==> src/rtl/mig_traffic_gen.sv <==
// ==========================================================================
// mig_traffic_gen: write-then-read-back memory traffic generator and checker
// Revision: 1.0
// ==========================================================================
`default_nettype none

module mig_traffic_gen #(
   parameter int          ADDR_W    = 27,
   parameter int          DATA_W    = 32,
   parameter int unsigned BASE_ADDR = 0,
   parameter int unsigned NUM_WORDS = 1024,
   parameter int unsigned TIMEOUT   = 4095,
   parameter logic [31:0] SEED      = 32'hACE1_2468
) (
   input  logic              clk_i,
   input  logic              reset_i,
   input  logic              start_i,
   input  logic              stop_i,
   input  logic              loop_i,
   input  logic [1:0]        mode_i,
   input  logic              mem_ready_i,
   input  logic              mem_done_i,
   input  logic [DATA_W-1:0] mem_rdata_i,
   output logic [ADDR_W-1:0] mem_addr_o,
   output logic [1:0]        mem_width_o,
   output logic [DATA_W-1:0] mem_wdata_o,
   output logic              mem_wstrobe_o,
   output logic              mem_rstrobe_o,
   output logic              busy_o,
   output logic              done_o,
   output logic              pass_o,
   output logic              timeout_o,
   output logic [15:0]       err_count_o,
   output logic [ADDR_W-1:0] first_err_addr_o,
   output logic [15:0]       pass_count_o
);

   localparam int          IDX_W = 21;
   localparam int          SH_W  = $clog2(DATA_W);
   localparam logic [31:0] TAPS  = 32'h8020_0003;

   typedef enum logic [2:0] {
      IDLE    = 3'd0,
      WR_REQ  = 3'd1,
      WR_WAIT = 3'd2,
      RD_REQ  = 3'd3,
      RD_WAIT = 3'd4,
      DONE    = 3'd5
   } state_t;

   state_t            state_q, state_d;
   logic [IDX_W-1:0]  idx_q, idx_d;
   logic [ADDR_W-1:0] addr_q, addr_d;
   logic [31:0]       lfsr_q, lfsr_d;
   logic [1:0]        mode_q, mode_d;
   logic [31:0]       tmr_q, tmr_d;
   logic              stop_q, stop_d;
   logic [15:0]       err_q, err_d;
   logic [ADDR_W-1:0] ferr_q, ferr_d;
   logic [15:0]       pass_q, pass_d;
   logic              tout_q, tout_d;

   logic [DATA_W-1:0] lfsr_pat;
   logic [DATA_W-1:0] pattern;
   logic [31:0]       lfsr_adv;
   logic              last_word;
   logic              tmr_end;
   logic              stop_seen;
   logic              busy;

   generate
      if (DATA_W == 16) begin : g_lfsr16
         assign lfsr_pat = lfsr_q[15:0];
      end else if (DATA_W == 64) begin : g_lfsr64
         assign lfsr_pat = {lfsr_q, lfsr_q};
      end else begin : g_lfsr32
         assign lfsr_pat = lfsr_q;
      end
   endgenerate

   // The same pattern drives write data and the read-back expectation.
   always_comb begin
      pattern = '0;
      case (mode_q)
         2'd0:    pattern = DATA_W'(idx_q);
         2'd1:    pattern = {{(DATA_W-1){1'b0}}, 1'b1} << idx_q[SH_W-1:0];
         2'd2:    pattern = lfsr_pat;
         default: pattern = idx_q[0] ? {(DATA_W/2){2'b10}} : {(DATA_W/2){2'b01}};
      endcase
   end

   assign lfsr_adv  = {1'b0, lfsr_q[31:1]} ^ (lfsr_q[0] ? TAPS : 32'h0);
   assign last_word = (idx_q == IDX_W'(NUM_WORDS - 1));
   assign tmr_end   = (tmr_q == 32'(TIMEOUT - 1));
   assign busy      = (state_q != IDLE) && (state_q != DONE);
   assign stop_seen = stop_q | stop_i;

   always_comb begin
      state_d       = state_q;
      idx_d         = idx_q;
      addr_d        = addr_q;
      lfsr_d        = lfsr_q;
      mode_d        = mode_q;
      tmr_d         = tmr_q;
      stop_d        = stop_q;
      err_d         = err_q;
      ferr_d        = ferr_q;
      pass_d        = pass_q;
      tout_d        = tout_q;
      mem_wstrobe_o = 1'b0;
      mem_rstrobe_o = 1'b0;

      if (busy && stop_i) begin
         stop_d = 1'b1;
      end

      case (state_q)
         IDLE, DONE: begin
            if (start_i) begin
               state_d = WR_REQ;
               idx_d   = '0;
               addr_d  = ADDR_W'(BASE_ADDR);
               lfsr_d  = SEED;
               mode_d  = mode_i;
               stop_d  = 1'b0;
               err_d   = '0;
               ferr_d  = '0;
               pass_d  = '0;
               tout_d  = 1'b0;
            end
         end
         WR_REQ, RD_REQ: begin
            if (mem_ready_i) begin
               mem_wstrobe_o = (state_q == WR_REQ);
               mem_rstrobe_o = (state_q == RD_REQ);
               state_d       = (state_q == WR_REQ) ? WR_WAIT : RD_WAIT;
               tmr_d         = '0;
            end
         end
         WR_WAIT, RD_WAIT: begin
            if (mem_done_i) begin
               if (state_q == RD_WAIT && mem_rdata_i != pattern) begin
                  if (err_q != 16'hFFFF) begin
                     err_d = err_q + 16'd1;
                  end
                  if (err_q == 16'd0) begin
                     ferr_d = addr_q;
                  end
               end
               if (state_q == RD_WAIT && last_word) begin
                  pass_d = pass_q + 16'd1;
               end
               // Word advance; a phase boundary restarts index, address and LFSR.
               if (last_word) begin
                  idx_d  = '0;
                  addr_d = ADDR_W'(BASE_ADDR);
                  lfsr_d = SEED;
               end else begin
                  idx_d  = idx_q + IDX_W'(1);
                  addr_d = addr_q + ADDR_W'(DATA_W / 8);
                  lfsr_d = lfsr_adv;
               end
               if (stop_seen) begin
                  state_d = DONE;
               end else if (state_q == WR_WAIT) begin
                  state_d = last_word ? RD_REQ : WR_REQ;
               end else if (!last_word) begin
                  state_d = RD_REQ;
               end else begin
                  state_d = loop_i ? WR_REQ : DONE;
               end
            end else if (tmr_end) begin
               tout_d  = 1'b1;
               state_d = DONE;
            end else begin
               tmr_d = tmr_q + 32'd1;
            end
         end
         default: state_d = IDLE;
      endcase
   end

   always_ff @(posedge clk_i) begin
      if (reset_i) begin
         state_q <= IDLE;
         idx_q   <= '0;
         addr_q  <= ADDR_W'(BASE_ADDR);
         lfsr_q  <= SEED;
         mode_q  <= 2'd0;
         tmr_q   <= '0;
         stop_q  <= 1'b0;
         err_q   <= '0;
         ferr_q  <= '0;
         pass_q  <= '0;
         tout_q  <= 1'b0;
      end else begin
         state_q <= state_d;
         idx_q   <= idx_d;
         addr_q  <= addr_d;
         lfsr_q  <= lfsr_d;
         mode_q  <= mode_d;
         tmr_q   <= tmr_d;
         stop_q  <= stop_d;
         err_q   <= err_d;
         ferr_q  <= ferr_d;
         pass_q  <= pass_d;
         tout_q  <= tout_d;
      end
   end

   assign mem_addr_o       = addr_q;
   assign mem_width_o      = 2'b10;
   assign mem_wdata_o      = pattern;
   assign busy_o           = busy;
   assign done_o           = (state_q == DONE);
   assign pass_o           = (state_q == DONE) && (err_q == 16'd0) && !tout_q && (pass_q != 16'd0);
   assign timeout_o        = tout_q;
   assign err_count_o      = err_q;
   assign first_err_addr_o = ferr_q;
   assign pass_count_o     = pass_q;

endmodule

`default_nettype wire

==> config.mk <==
export PLATFORM = sky130hd
export DESIGN_NAME = mig_traffic_gen
export DESIGN_NICKNAME = d
export VERILOG_FILES = /design/src/rtl/mig_traffic_gen.sv
export SDC_FILE = /design/constraint.sdc
export NUM_CORES = 1
export LEC_CHECK = 0
export ABC_CLOCK_PERIOD_IN_PS = 5400
export CORE_MARGIN = 2
export CORE_UTILIZATION = 50
export CTS_BUF_LIST = sky130_fd_sc_hd__clkbuf_16
export DETAILED_ROUTE_END_ITERATION = 8
export HOLD_SLACK_MARGIN = 0.15
export PLACE_DENSITY = 0.77
export SLEW_MARGIN = 20
export SYNTH_ARGS = -nofsm -noshare
export SYNTH_HDL_FRONTEND = slang
export SYNTH_SLANG_ARGS = --single-unit
==> constraint.sdc <==
create_clock -name clk_i -period 5.4 [get_ports clk_i]
set_clock_uncertainty 0.1 [all_clocks]
set_input_delay 0.54 -clock clk_i [delete_from_list [all_inputs] [get_ports clk_i]]
set_output_delay 0.54 -clock clk_i [all_outputs]
set_load 0.1 [all_outputs]
==> flow_metrics.tcl <==
set metrics [dict create \
    layout_setup_ws_ps 943 \
    ant_nets 0 \
    holdBufCountCts 0 \
    dieHeight_um 141 \
    drive_above_1_share 0.0609 \
    cp-start-kind "register" \
    fin_setup_tns_ps 0 \
    cts_buffer_depth 2 \
    postCtsSetupRepairBufs 0 \
    io_buffers 162 \
    cts.sinks 175 \
    final_nets 1356 \
    critPathKind "register to register" \
    drc 0 \
    hold_class "register to register" \
    gp_congestion 0.917 \
    endpoint_kind "register" \
    design_area_mm2 0.0116 \
    synth-async-reset-ratio 0 \
    slew_headroom 0.272 \
    whs_ps 378 \
    finalCriticalPeriod_ps 4460 \
    ys_ff_latch 175 \
    syn_area_mm2 0.00932 \
    seq_area_frac_synth 0.376 \
    ios 167 \
    cts_resized 0 \
    yosys_warnings 0 \
    insertion_delay_ps 430 \
    cap_violations 0 \
    areaGrowthSynthToFinish_pct 24.2 \
    syn-instance-count 1184 \
    grt.total_usage 0.264 \
    start_util 0.514 \
    p_per_area_mw_per_mm2 396 \
    synth_ff_type "dfxtp_1" \
    hpwl_um 18600 \
    first_iter_violations 820 \
    row_count 49 \
    tightest_slew_ps 1090 \
    die_w_um 141 \
    dpl-instance-area_mm2 0.0110 \
    gr-total-overflow 0 \
    viasPerCell 6.00 \
    grt_max_degree 71 \
    hold_viol_final 0 \
    grt_pass1_wl_um 43100 \
    dpl_worst_slack_ps 1120 \
    cts-buffers-inserted 17 \
    avgSynthCellArea_um2 7.87 \
    ir_drop_v 0.000238 \
    vias 9260 \
    first_pass_iters 5 \
    antenna_found_initial 0 \
    ctsRootBufferMaster "clkbuf_16" \
    leakage_nw 3.88 \
    design.die.area_mm2 0.0197 \
    status "finished clean" \
    finalCritPeriodShare 0.825 \
    final_max_slew_viol_count 0 \
    cp.required_ps 5630 \
    finalSetupViolations 0 \
    htreeDepth 4 \
    grt_pass1_vias 8590 \
    coreArea_mm2 0.0181 \
    cp_max_fo 70 \
    fmax_ghz 0.224 \
    tritoncts "yes" \
    antenna_cells 0 \
    wl_um 26800 \
    synth_edf_count 0 \
    clkTransAtPathRegs_ps 70 \
    final_cell_mix "174 x dfxtp_1, 165 x nor2_1, 161 x clkdlybuf4s50_1, 88 x nand2_1, 77 x o21ai_0" \
    rsz0062_at_grt "false" \
    arrival_ps 4690 \
    p_total_mw 4.58 \
    layout_commonest_cell "dfxtp_1" \
    synthDistinctLibCells 70 \
    detail_route.wl_per_cell_um 17.4 \
]
[final timing paths]
check        slack, ps            startpoint              endpoint  cells past startpoint
max reg2reg        940             mode_q[0]        err_count_o[0]                     10
min reg2reg        380  first_err_addr_o[16]  first_err_addr_o[16]                      2
max                940             mode_q[0]        err_count_o[0]                     10
min                380  first_err_addr_o[16]  first_err_addr_o[16]                      2
[per-layer routing]
metal | part of all wire | vias up | track usage
met4 | 0.024 | 0 | 0.0968
li1 | - | 4454 | -
met3 | 0.073 | 47 | 0.0595
met5 | 0 | - | 0
met1 | 0.44 | 4398 | 0.346
met2 | 0.46 | 361 | 0.429
[registers in the layout, summed over array words and instances, names as in the netlist]
register          cells
err_count_o          16
first_err_addr_o     26
idx_q                21
lfsr_pat             32
mem_addr_o           25
mode_q                2
pass_count_o         16
state_q               3
stop_q                1
timeout_o             1
tmr_q                32
[worst max-delay path: stages, from the launching register on]
cell and delay (ps):
dfxtp_2 1010, nand2_1 150, nor2_1 720, a31oi_1 250
xnor2_1 240, nand2_1 100, nor4_1 720, and3_1 290
buf_4 370, a211oi_1 120, o32ai_1 250
[cell families after synthesis]
family | count (synthesis) | synth area share
other | 2 | 0.000806
multiplexers | 3 | 0.00336
adder cells (fa/ha/maj) | 13 | 0.0175
AO/OA/AOI/OAI | 263 | 0.176
flip-flops | 175 | 0.376
buffers and inverters | 104 | 0.0485
XOR/XNOR | 93 | 0.0874
AND/OR/NAND/NOR | 531 | 0.290
[report_power, final]
| part | switching (mW) | total [mW] | internal, mW |
|---|---|---|---|
| clock | 0.522 | 1.25 | 0.727 |
| sequential | 0.127 | 1.50 | 1.37 |
| combinational | 1.36 | 1.83 | 0.472 |
[cell type report]
type                    instances  area (µm²)
inverters                      29         109
clock buffers                  17         425
flip-flops and latches        175        3500
fillers                      1594        6570
multi-input cells             907        5390
repair buffers                172        1690
well taps                     229         287
clock inverters                14         168
[Yosys cell counts, types with 12 or more instances]
master	instances	share of area
a21oi_1	69	0.037
a22oi_1	23	0.019
a31oi_1	16	0.011
and3_1	14	0.0094
clkbuf_1	48	0.019
dfxtp_1	175	0.38
ha_1	13	0.017
inv_1	29	0.012
nand2_1	88	0.035
nand2b_1	27	0.018
nand3_1	64	0.034
nand4_1	61	0.041
nor2_1	166	0.067
nor3_1	21	0.011
nor4_1	18	0.012
o21a_1	13	0.010
o21ai_0	77	0.041
o21ai_1	12	0.0064
or3_1	15	0.010
xnor2_1	30	0.028
xor2_1	63	0.059
[per-stage QoR]
step / utilization / cells
global route: 0.638 / 1543
CTS: 0.638 / 1543
global placement: 0.605 / 1512
floorplan: - / 1186
detailed placement: 0.605 / 1512
finish: 0.638 / 1543
Note: power is estimated with default switching activity, not from simulation.
==> RTL edit 1 (config.mk and constraints unchanged) <==
The 6 states of `state_t` get a one-hot encoding in 6 bits.
--- a/src/rtl/mig_traffic_gen.sv
+++ b/src/rtl/mig_traffic_gen.sv
@@ -41,9 +41,9 @@
 
-   typedef enum logic [2:0] {
-      IDLE    = 3'd0,
-      WR_REQ  = 3'd1,
-      WR_WAIT = 3'd2,
-      RD_REQ  = 3'd3,
-      RD_WAIT = 3'd4,
-      DONE    = 3'd5
+   typedef enum logic [5:0] {
+      IDLE    = 6'b000001,
+      WR_REQ  = 6'b000010,
+      WR_WAIT = 6'b000100,
+      RD_REQ  = 6'b001000,
+      RD_WAIT = 6'b010000,
+      DONE    = 6'b100000
    } state_t;
Function: no difference found for any inputs over 4 cycles, from zero or initial values and one cycle with reset_i high; so few cycles prove little.
==> RTL edit 1 against the original RTL <==
Sequential cell count rose by 3. Power fell by 8.3%. Hold slack got worse by 0.035 ns. Via count rose by 6.1%. Cell area rose by 3.4%. Synthesized cell count rose by 6.1%. Synthesized area rose by 4.2%. Worst setup slack improved by 0.11 ns. Routed wire length rose by 6.3%. Critical path type unchanged. Largest cell class unchanged.
==> RTL edit 1: results (changes against the original RTL) <==
route:
  drt_first_iter_violations: 992  # was 820
  wl_per_cell_um: 17.47  # was 17.40 um
  vias: 9821  # was 9,260
  first_pass_iters: 6  # was 5
power_and_ir_drop:
  p_leak_uw: 0.004060  # was 0.003882 uW
  irDropWorstVdd_uv: 261.7  # was 238.2 uV
global_routing:
  grtUsageMet2_pct: 47.22  # was 42.88%
  grt_use_total_pct: 27.76  # was 26.40%
  grt_max_degree: 46  # was 71
  grt_pass1_wl_um: 46200  # was 43,100 um
  grtUsageMet1_pct: 36.58  # was 34.56%
cells_and_area:
  design_area_um2: 11970  # was 11,570 um2
  fill_cells: 1691  # was 1,594
  nets: 1416  # was 1,356
status:
  status: "completed"  # unchanged
hold_path:
  min_to: "pass_count_o[0]"  # was first_err_addr_o[16]
  hold_path.class: "input port to flop"  # was flop to flop
  worstHoldStart: "reset_i"  # was first_err_addr_o[16]
logic_synthesis:
  synth-seq-area-share_pct: 36.69  # was 37.59%
  ys_top_cells_by_count: "dfxtp_1 (178), nor2_1 (149), nand2_1 (128)"  # was dfxtp_1 (175), nor2_1 (166), nand2_1 (88)
  synth_area_leaders: "dfxtp_1 (37%), nor2_1 (5.8%), nand2_1 (4.9%)"  # was dfxtp_1 (38%), nor2_1 (6.7%), xor2_1 (5.9%)
placed_design:
  placed_cells: 1603  # was 1,512
  postPlaceCellArea_um2: 11400  # was 10,980 um2
  dpl.hpwl_um: 20190  # was 18,630 um
  pre_cts_ws_ns: 1.098  # was 1.116 ns
worst_setup_path:
  endpoint: "err_count_o[1]"  # was err_count_o[0]
  path_max_fanout: 41  # was 70
  arrival_ns: 4.55  # was 4.69 ns
timing:
  fmax_mhz: 230.0  # was 224.4 MHz
  slew_headroom_pct: 25.97  # was 27.25%
-- RTL edit 1: changes by cell type after synthesis, sizes merged, moves of 9 or more --
cell,unedited run,this run
or3,15,33
o21a,13,22
nand2b,27,17
a31oi,17,5
a22oi,23,3
xor2,63,37
a21oi,70,79
a211oi,6,16
nand2,88,128
nor2,166,149
o311ai,0,10
-- RTL edit 1: logic make-up (layout without fill, tap and decap cells) --
logic type                 Yosys count  after routing  synth area share, %
and+or+nand+nor                    574            574                30.30
DFF                                178            178                36.69
buffers and inverters              119            235                5.166
AOI/OAI and AO/OA                  291            291                18.87
muxes                                5              5               0.5411
adders and majority gates           13             13                1.675
xor gates and xnor gates            74             74                6.674
other                                2              4              0.07733
-- RTL edit 1: critical path, cell delays in order (launching register included) --
cell	delay, ns
dfxtp_2	0.80
inv_2	0.13
nor3_2	0.69
buf_4	0.34
or3_1	0.13
nand4_1	0.10
or4_4	0.44
or4_1	0.62
buf_4	0.28
nand4_1	0.43
o32ai_1	0.13
-- RTL edit 1: report_power, final --
part | internal (uW) | switching, uW | total (uW)
Clock | 610 | 584 | 1190
Combinational | 384 | 1050 | 1440
Sequential | 1420 | 152 | 1570
-- RTL edit 1: metal layers --
layer / part of all wire, % / up-vias
met3: 5.0 / 47
li1: - / 4740
met1: 44 / 4684
met2: 49 / 350
met5: 0 / -
met4: 1.5 / 0
-- RTL edit 1: cell type report --
cell class	count	share of cell area, %
timing repair buffer	175	14.32
tap	260	2.719
inverter	29	0.9097
multi-input combinational	961	47.50
sequential	178	29.80
clock inverter	14	1.192
clock buffer	17	3.555
==> RTL edit 2 (same settings) <==
Without the edit above. Change the parameter `DATA_W` from 32 to 64.
--- a/src/rtl/mig_traffic_gen.sv
+++ b/src/rtl/mig_traffic_gen.sv
@@ -8,3 +8,3 @@
    parameter int          ADDR_W    = 27,
-   parameter int          DATA_W    = 32,
+   parameter int          DATA_W    = 64,
    parameter int unsigned BASE_ADDR = 0,
Ports: changed (resized mem_rdata_i and mem_wdata_o); port bits go from 167 to 231. The function was not compared with the original's and may differ.
==> RTL edit 2 against the original RTL <==
Critical endpoint is now first_err_addr_o[3]. Cell area up 18%. Worst setup slack worse by 0.41 ns. Largest cell class unchanged. Fmax down 8.4%. Hold slack worse by 0.0096 ns. Via count up 28%. Non-clock buffer count up 71. Routed wire length up 51%. Synthesized area up 16%. Power up 11%. Sequential cell count down 2.
==> RTL edit 2: results (changes against the original RTL) <==
status:
  status: "completed"  # unchanged
route:
  first_pass_iters: 6  # was 5
  wl_met3_um: 4580  # was 1968 um
  drt-met1-wl_um: 17750  # was 11,880 um
  wl_um: 40520  # was 26,850 um
  dr_wl_met2_um: 17010  # was 12,360 um
global_routing:
  grtUsageMet1_pct: 48.45  # was 34.56%
  grt_pass1_wl_um: 61200  # was 43,100 um
  grt_pass1_vias: 10620  # was 8,590
  antenna_found_initial: 1  # was 0
  met3_usage_pct: 10.90  # was 5.949%
  grt_use_total_pct: 34.65  # was 26.40%
logic_synthesis:
  synth-seq-area-share_pct: 31.94  # was 37.59%
  synth-xor-area-share_pct: 6.704  # was 8.739%
  synth_compound_area_share_pct: 17.84  # was 17.63%
  synth_cell_types: 84  # was 70
  synth_top_family_by_area: "simple AND/OR/NAND/NOR gates"  # unchanged
  ys_top_cells_by_count: "dfxtp_1 (173), nor2_1 (156), nand2_1 (134)"  # was dfxtp_1 (175), nor2_1 (166), nand2_1 (88)
  synth_adder_area_share_pct: 1.500  # was 1.745%
  synth_area_leaders: "dfxtp_1 (32%), nor2_1 (5.4%), nand2_1 (4.6%)"  # was dfxtp_1 (38%), nor2_1 (6.7%), xor2_1 (5.9%)
  yosys-mux-area-fraction_pct: 3.473  # was 0.3356%
worst_setup_path:
  r2r_slack_ns: 0.53  # was 0.94 ns
  worstReg2RegEnd: "first_err_addr_o[3]"  # was err_count_o[0]
  arrival_ns: 5.12  # was 4.69 ns
  path_max_fanout: 49  # was 70
power_and_ir_drop:
  irDropWorstVdd_uv: 270.4  # was 238.2 uV
  p_leak_uw: 0.004750  # was 0.003882 uW
  p_sw_uw: 2450  # was 2009 uW
cells_and_area:
  nets: 1688  # was 1,356
  fill_cells: 1857  # was 1,594
hold_path:
  min_to: "lfsr_q[9]"  # was first_err_addr_o[16]
  worstHoldStart: "lfsr_q[9]"  # was first_err_addr_o[16]
placed_design:
  gp_congestion: 1.130  # was 0.9168
  portBuffers: 225  # was 162
  postPlaceCellArea_um2: 13150  # was 10,980 um2
timing:
  hold-worst-slack_ns: 0.3681  # was 0.3778 ns
  tightest_slew_ns: 1.143  # was 1.091 ns
==> RTL edit 2: changes by cell type after synthesis, sizes merged, moves of 13 or more <==
cell and delta:
nand2 +47, mux2i +30, nand3b +28, nand4 -28, nand3 +27, a21oi +24
a22oi -19, xor2 -16, o21ai -14, inv +13, nand2b +13, nor3 +13
or3 +13
==> RTL edit 2: power groups by stage <==
stage	Sequential, uW	Clock, uW	Combinational [uW]
final	1500	1190	2370
after global routing	1520	1260	2480
after CTS	1500	1200	2330
after detailed placement	1530	0	2320
after global placement	1520	0	2320
after floorplan	1520	0	1690
==> RTL edit 2: cells by family after synthesis <==
group,after synthesis
buffers and inverters,140
muxes,37
DFF,173
AOI/OAI and AO/OA,304
xor gates and xnor gates,83
and+or+nand+nor,683
adders and majority gates,13
other,2
==> RTL edit 2: critical path, stage by stage (launching register included) <==
cell and delay, ns:
dfxtp_2 0.58, buf_4 0.49, and3_2 0.45, nor3_1 0.15, a32o_1 0.22, a2111oi_0 0.77, nand4_1 0.29, nor4_2 0.36
nand4bb_1 0.19, buf_4 0.23, nand2_2 0.62, mux2i_1 0.26
==> RTL edit 2: final cells by class <==
class | instances | area (um2) | share of cell area (%)
Sequential cell | 173 | 3465 | 25.26
Antenna cell | 1 | 2.502 | 0.01824
Tap cell | 275 | 344.1 | 2.509
Inverter | 42 | 157.7 | 1.149
Multi-Input combinational cell | 1125 | 6802 | 49.59
Timing Repair Buffer | 243 | 2385 | 17.39
Clock buffer | 17 | 425.4 | 3.102
Clock inverter | 14 | 135.1 | 0.9852
==> RTL edit 2: stage by stage <==
step	cells	setup WS [ns]	power, uW
2_1_floorplan	1438	0.1094	3206
3_3_place_gp	1858	0.3580	3838
3_5_place_dp	1858	0.6942	3843
4_1_cts	1889	0.7712	5029
5_1_grt	1889	0.3213	5257
6_report	1890	0.5347	5064
